### config.mk
export PLATFORM = sky130hd
export DESIGN_NAME = fetch_unit
export DESIGN_NICKNAME = d
export VERILOG_FILES = /design/src/rtl/fetch_unit.sv
export SDC_FILE = /design/constraint.sdc
export NUM_CORES = 1
export LEC_CHECK = 0
export BUFFER_PORTS_ARGS = -buffer_cell sky130_fd_sc_hd__buf_4
export CORE_ASPECT_RATIO = 1.2
export CORE_MARGIN = 3
export CORE_UTILIZATION = 52
export CTS_BUF_LIST = sky130_fd_sc_hd__clkbuf_16
export DETAILED_ROUTE_END_ITERATION = 10
export PLACE_DENSITY = 0.81
export SETUP_SLACK_MARGIN = 0.15
export SLEW_MARGIN = 10
export SYNTH_ARGS = -nofsm -noshare
export SYNTH_HDL_FRONTEND = slang
export SYNTH_SLANG_ARGS = --single-unit
### constraint.sdc
create_clock -name clk -period 2.4 [get_ports clk]
set_input_delay 0.36 -clock clk [delete_from_list [all_inputs] [get_ports clk]]
set_output_delay 0.36 -clock clk [all_outputs]
set_load 0.1 [all_outputs]
### src/rtl/fetch_unit.sv
// Instruction fetch stage: owns the PC, requests words from instruction memory
// over req/ack, and holds each returned instruction for the decoder.
module fetch_unit #(
  parameter logic [31:0] RESET_PC  = 32'h0000_0000,
  parameter logic [31:0] NOP_INSTR = 32'h0000_0013
) (
  input  logic        clk,
  input  logic        rst_n,
  output logic        imem_req,
  output logic [31:0] imem_addr,
  input  logic        imem_ack,
  input  logic [31:0] imem_rdata,
  output logic [31:0] instr,
  output logic [31:0] pc,
  output logic [31:0] pc_plus4,
  output logic        instr_valid,
  input  logic        instr_ready,
  input  logic        redirect,
  input  logic [31:0] redirect_target,
  output logic        misaligned
);

  typedef enum logic [2:0] {IDLE, FETCH, HOLD, DRAIN, TRAP} state_t;

  state_t      state_q, state_d;
  logic [31:0] fetch_pc_q, fetch_pc_d;
  logic [31:0] addr_q, addr_d;
  logic [31:0] instr_q, instr_d;
  logic [31:0] pc_q, pc_d;
  logic        valid_q, valid_d;
  logic        mis_q, mis_d;
  logic        target_bad;

  assign target_bad = (redirect_target[1:0] != 2'b00);

  always_comb begin
    // NOTE: every next-state value defaults to its current value first, so no
    // path through the case statement can leave a signal unassigned (no latch).
    state_d    = state_q;
    fetch_pc_d = fetch_pc_q;
    addr_d     = addr_q;
    instr_d    = instr_q;
    pc_d       = pc_q;
    valid_d    = valid_q;
    mis_d      = mis_q;

    unique case (state_q)
      IDLE: begin
        state_d = FETCH;
        addr_d  = fetch_pc_q;
      end

      FETCH: begin
        if (redirect) begin
          if (target_bad) begin
            mis_d   = 1'b1;
            valid_d = 1'b0;
            instr_d = NOP_INSTR;
            state_d = TRAP;
          end else if (imem_ack) begin
            // Returned word belongs to the old path; reissue at the target now.
            fetch_pc_d = redirect_target;
            addr_d     = redirect_target;
          end else begin
            // Request is still outstanding and must complete at its old address.
            fetch_pc_d = redirect_target;
            state_d    = DRAIN;
          end
        end else if (imem_ack) begin
          instr_d    = imem_rdata;
          pc_d       = addr_q;
          valid_d    = 1'b1;
          fetch_pc_d = fetch_pc_q + 32'd4;
          state_d    = HOLD;
        end
      end

      HOLD: begin
        if (redirect) begin
          valid_d = 1'b0;
          instr_d = NOP_INSTR;
          if (target_bad) begin
            mis_d   = 1'b1;
            state_d = TRAP;
          end else begin
            fetch_pc_d = redirect_target;
            addr_d     = redirect_target;
            state_d    = FETCH;
          end
        end else if (instr_ready) begin
          valid_d = 1'b0;
          addr_d  = fetch_pc_q;
          state_d = FETCH;
        end
      end

      DRAIN: begin
        if (redirect) begin
          if (target_bad) begin
            mis_d   = 1'b1;
            valid_d = 1'b0;
            instr_d = NOP_INSTR;
            state_d = TRAP;
          end else if (imem_ack) begin
            fetch_pc_d = redirect_target;
            addr_d     = redirect_target;
            state_d    = FETCH;
          end else begin
            fetch_pc_d = redirect_target;
          end
        end else if (imem_ack) begin
          addr_d  = fetch_pc_q;
          state_d = FETCH;
        end
      end

      TRAP: begin
        state_d = TRAP;
      end

      default: begin
        state_d = IDLE;
      end
    endcase
  end

  // NOTE: sequential state uses non-blocking assignments so every register
  // samples the same pre-edge values regardless of statement order.
  always_ff @(posedge clk or negedge rst_n) begin
    if (!rst_n) begin
      state_q    <= IDLE;
      fetch_pc_q <= RESET_PC;
      addr_q     <= RESET_PC;
      instr_q    <= NOP_INSTR;
      pc_q       <= RESET_PC;
      valid_q    <= 1'b0;
      mis_q      <= 1'b0;
    end else begin
      state_q    <= state_d;
      fetch_pc_q <= fetch_pc_d;
      addr_q     <= addr_d;
      instr_q    <= instr_d;
      pc_q       <= pc_d;
      valid_q    <= valid_d;
      mis_q      <= mis_d;
    end
  end

  assign imem_req    = (state_q == FETCH) || (state_q == DRAIN);
  assign imem_addr   = addr_q;
  assign instr       = instr_q;
  assign pc          = pc_q;
  assign pc_plus4    = pc_q + 32'd4;
  assign instr_valid = valid_q;
  assign misaligned  = mis_q;

endmodule
==> metrics.yaml <==
floorplan:
  coreArea_mm2: 0.0123
  rows: 44
  die-width_um: 109
  die-height_um: 130
  ioPinCount: 200
  start_util: 0.539
  die_area_mm2: 0.0141
timing:
  fin_crit_sh: 1.16
  fmax_mhz: 359
  finClkSkew_ns: 0.00652
  slew_viol_final: 0
  hold_viol: 0
  worstMarginPinSlew_ns: 0.572
  rsz0062_at_grt: "yes"
  report.final.setup_viol: 22
  min_period_ns: 2.79
  slew_headroom: 0.616
  postLayoutSetupSlackWorst_ns: -0.385
global_routing:
  grt_max_degree: 68
  grt_first_pass_wirelength_um: 36200
  grt_pass1_vias: 6798
  antenna_found_initial: 0
  track_usage: 0.330
  overflow: 0
critical_path:
  r2r_slack_ns: 0.20
  r2r_start: "fetch_pc_q[2]"
  crit_required_ns: 2.04
  cp_top_family: "simple AND/OR/NAND/NOR gates"
  path_cells: "nand3_4 > nor4_4 > nand4_1 > buf_6 > nor3_4 > xor2_4 > buf_12"
  startpoint: "pc[10]"
  reg2regPathDepth: 6
  cp-start-kind: "flip-flop"
  timing.rr.end: "fetch_pc_q[26]"
  crit_fanout: 4
  arrival_ns: 2.43
  max_stage_delay_ns: 0.45
  cp.depth: 7
  critical_path.endpoint_type: "output port"
  critPathCapture: "pc_plus4[31]"
  crit_path_top_delay_cell: "nor4_4"
  cp_num_buf_inv: 2
  crit_type: "flip-flop to output port"
synth:
  ys.flop_type: "dfrtp_1"
  ys_types: 59
  synth_edf_count: 0
  syn-cell-area_mm2: 0.00662
  async_flop_share: 1.00
  synth.most_common_cell: "dfrtp_1"
  syn_area_per_cell_um2: 9.69
  netlist_top_cells_count: "dfrtp_1 (130), nand2_1 (113), a22o_1 (96)"
  synthesis.nets: 754
  yosysWarnings: 0
  ys_top_cells_by_area: "dfrtp_1 (49%), a22o_1 (13%), nand2_1 (6.4%), xnor2_1 (2.6%), nor2_1 (2.6%)"
  yosysTopAreaCell: "dfrtp_1"
  ys_seq_area_frac: 0.503
  synth_top_area_share: 0.491
  ys_ff_latch: 133
  synth_cells: 683
detailed_routing:
  drtIter0Drc: 1001
  viasPerCell: 6.29
  vias: 6898
  routed_wirelength_um: 25200
  drc: 0
  firstDrtPassIters: 7
  ant_nets: 0
  wl_per_cell_um: 23.0
cells_and_area:
  nets: 993
  drive_above_1_share: 0.415
  antenna_cells: 0
  area_delta_synth_final_pct: 56.6
  final_area_mm2: 0.0104
outcome:
  failed_checks: "setup timing"
  status: "finished, violations left"
clock_tree:
  clkTransAtPathRegs_ns: 0.06
  insertion_delay_ns: 0.41
  cts.path.max_buffers: 2
  cts-root-buf: "clkbuf_16"
  tritoncts: "built"
  numCtsBuffers: 17
  cts_sinks: 133
  htreeDepth: 4
placed_design:
  dpl.hpwl_um: 14500
  gp_congestion: 0.838
  portBuffers: 199
  dpl_cell_area_mm2: 0.00895
flow_run:
  maxCapViolations: 0
worst_hold_path:
  hold_path_class: "input port to flip-flop"
==> layer usage <==
metal,wire (µm),up-vias,GRT usage
met5,0,-,0
met4,1050,0,0.149
met3,1970,87,0.0698
met2,12800,474,0.542
met1,9390,3370,0.421
li1,-,2967,-
==> layout make-up <==
cell class,instances,area (µm²)
clock buffers,17,425
clock inverters,15,188
repair buffers,267,2390
inverters,15,56.3
fillers,598,1910
well taps,161,201
multi-input cells,488,3710
flip-flops and latches,133,3390
==> cell families after synthesis <==
group / Yosys count / synth area share
mux: 5 / 0.00775
simple gates: 259 / 0.183
compound gates: 194 / 0.226
flops: 133 / 0.503
buf+inv: 62 / 0.0393
xor+xnor: 28 / 0.0371
fa+ha+maj: 2 / 0.00378
==> worst min path at each step <==
stage	from	end	slack [ns]	cells after the start
2_1_floorplan	rst_n	fetch_pc_q[0]	0.06	0
3_3_place_gp	rst_n	instr[14]	0.23	1
3_5_place_dp	rst_n	instr[19]	0.24	1
4_1_cts	imem_rdata[20]	instr[20]	0.16	2
5_1_grt	imem_rdata[6]	instr[6]	0.16	2
6_report	imem_rdata[20]	instr[20]	0.17	2
==> worst reg2reg max path: stages, from the launching register on <==
cell,delay (ns)
dfrtp_1,0.43
ha_1,0.25
nand4_1,0.13
or3_1,0.47
nor4_1,0.41
mux2i_1,0.14
a221o_1,0.27
==> metrics by stage <==
stage               cells  TNS, ns  hold WS, ns   util  setup slack, ns
floorplan             683    -6.56       0.0644      -           -0.604
global placement     1040   -0.110        0.227  0.729          -0.0372
detailed placement   1040   -0.391        0.235  0.729          -0.0960
CTS                  1088    -3.37        0.158  0.825           -0.275
global route         1096    -6.04        0.159  0.844           -0.455
finish               1096    -4.80        0.167  0.844           -0.385
==> flip-flops by register name, summed over array words and instances, names as in the netlist <==
signal / cells
instr_valid: 1
imem_addr: 32
state_q: 3
misaligned: 1
instr: 32
pc: 32
fetch_pc_q: 32
==> cells in the final DEF (no fill, tap or decap), drive strengths merged, types with 3 or more instances in the layout <==
cell / instances
o21ai: 19
clkinv: 4
nand4: 13
a22o: 96
nand3: 25
mux2i: 4
a311oi: 8
bufinv: 4
inv: 20
nor4: 4
nor2b: 5
a21oi: 28
or2: 5
clkbuf: 17
or3: 3
o22ai: 6
a2bb2oi: 8
o21bai: 3
and2: 4
nand2: 113
dfrtp: 130
a211oi: 4
nor3: 24
o32ai: 3
and4: 6
nor2: 46
dfstp: 3
xor2: 8
buf: 266
xnor2: 20
and3: 6
==> timing repair <==
action	in CTS	in global routing
hold buffers	1	0
buffers inserted	15	8
resized for setup	96	37
pin swaps	24	24
hold endpoints to repair	10	0
endpoints found under the setup margin	21	32
Power is not shown: default switching activity piles up to over one toggle a cycle in this logic, so the estimate is an artifact.
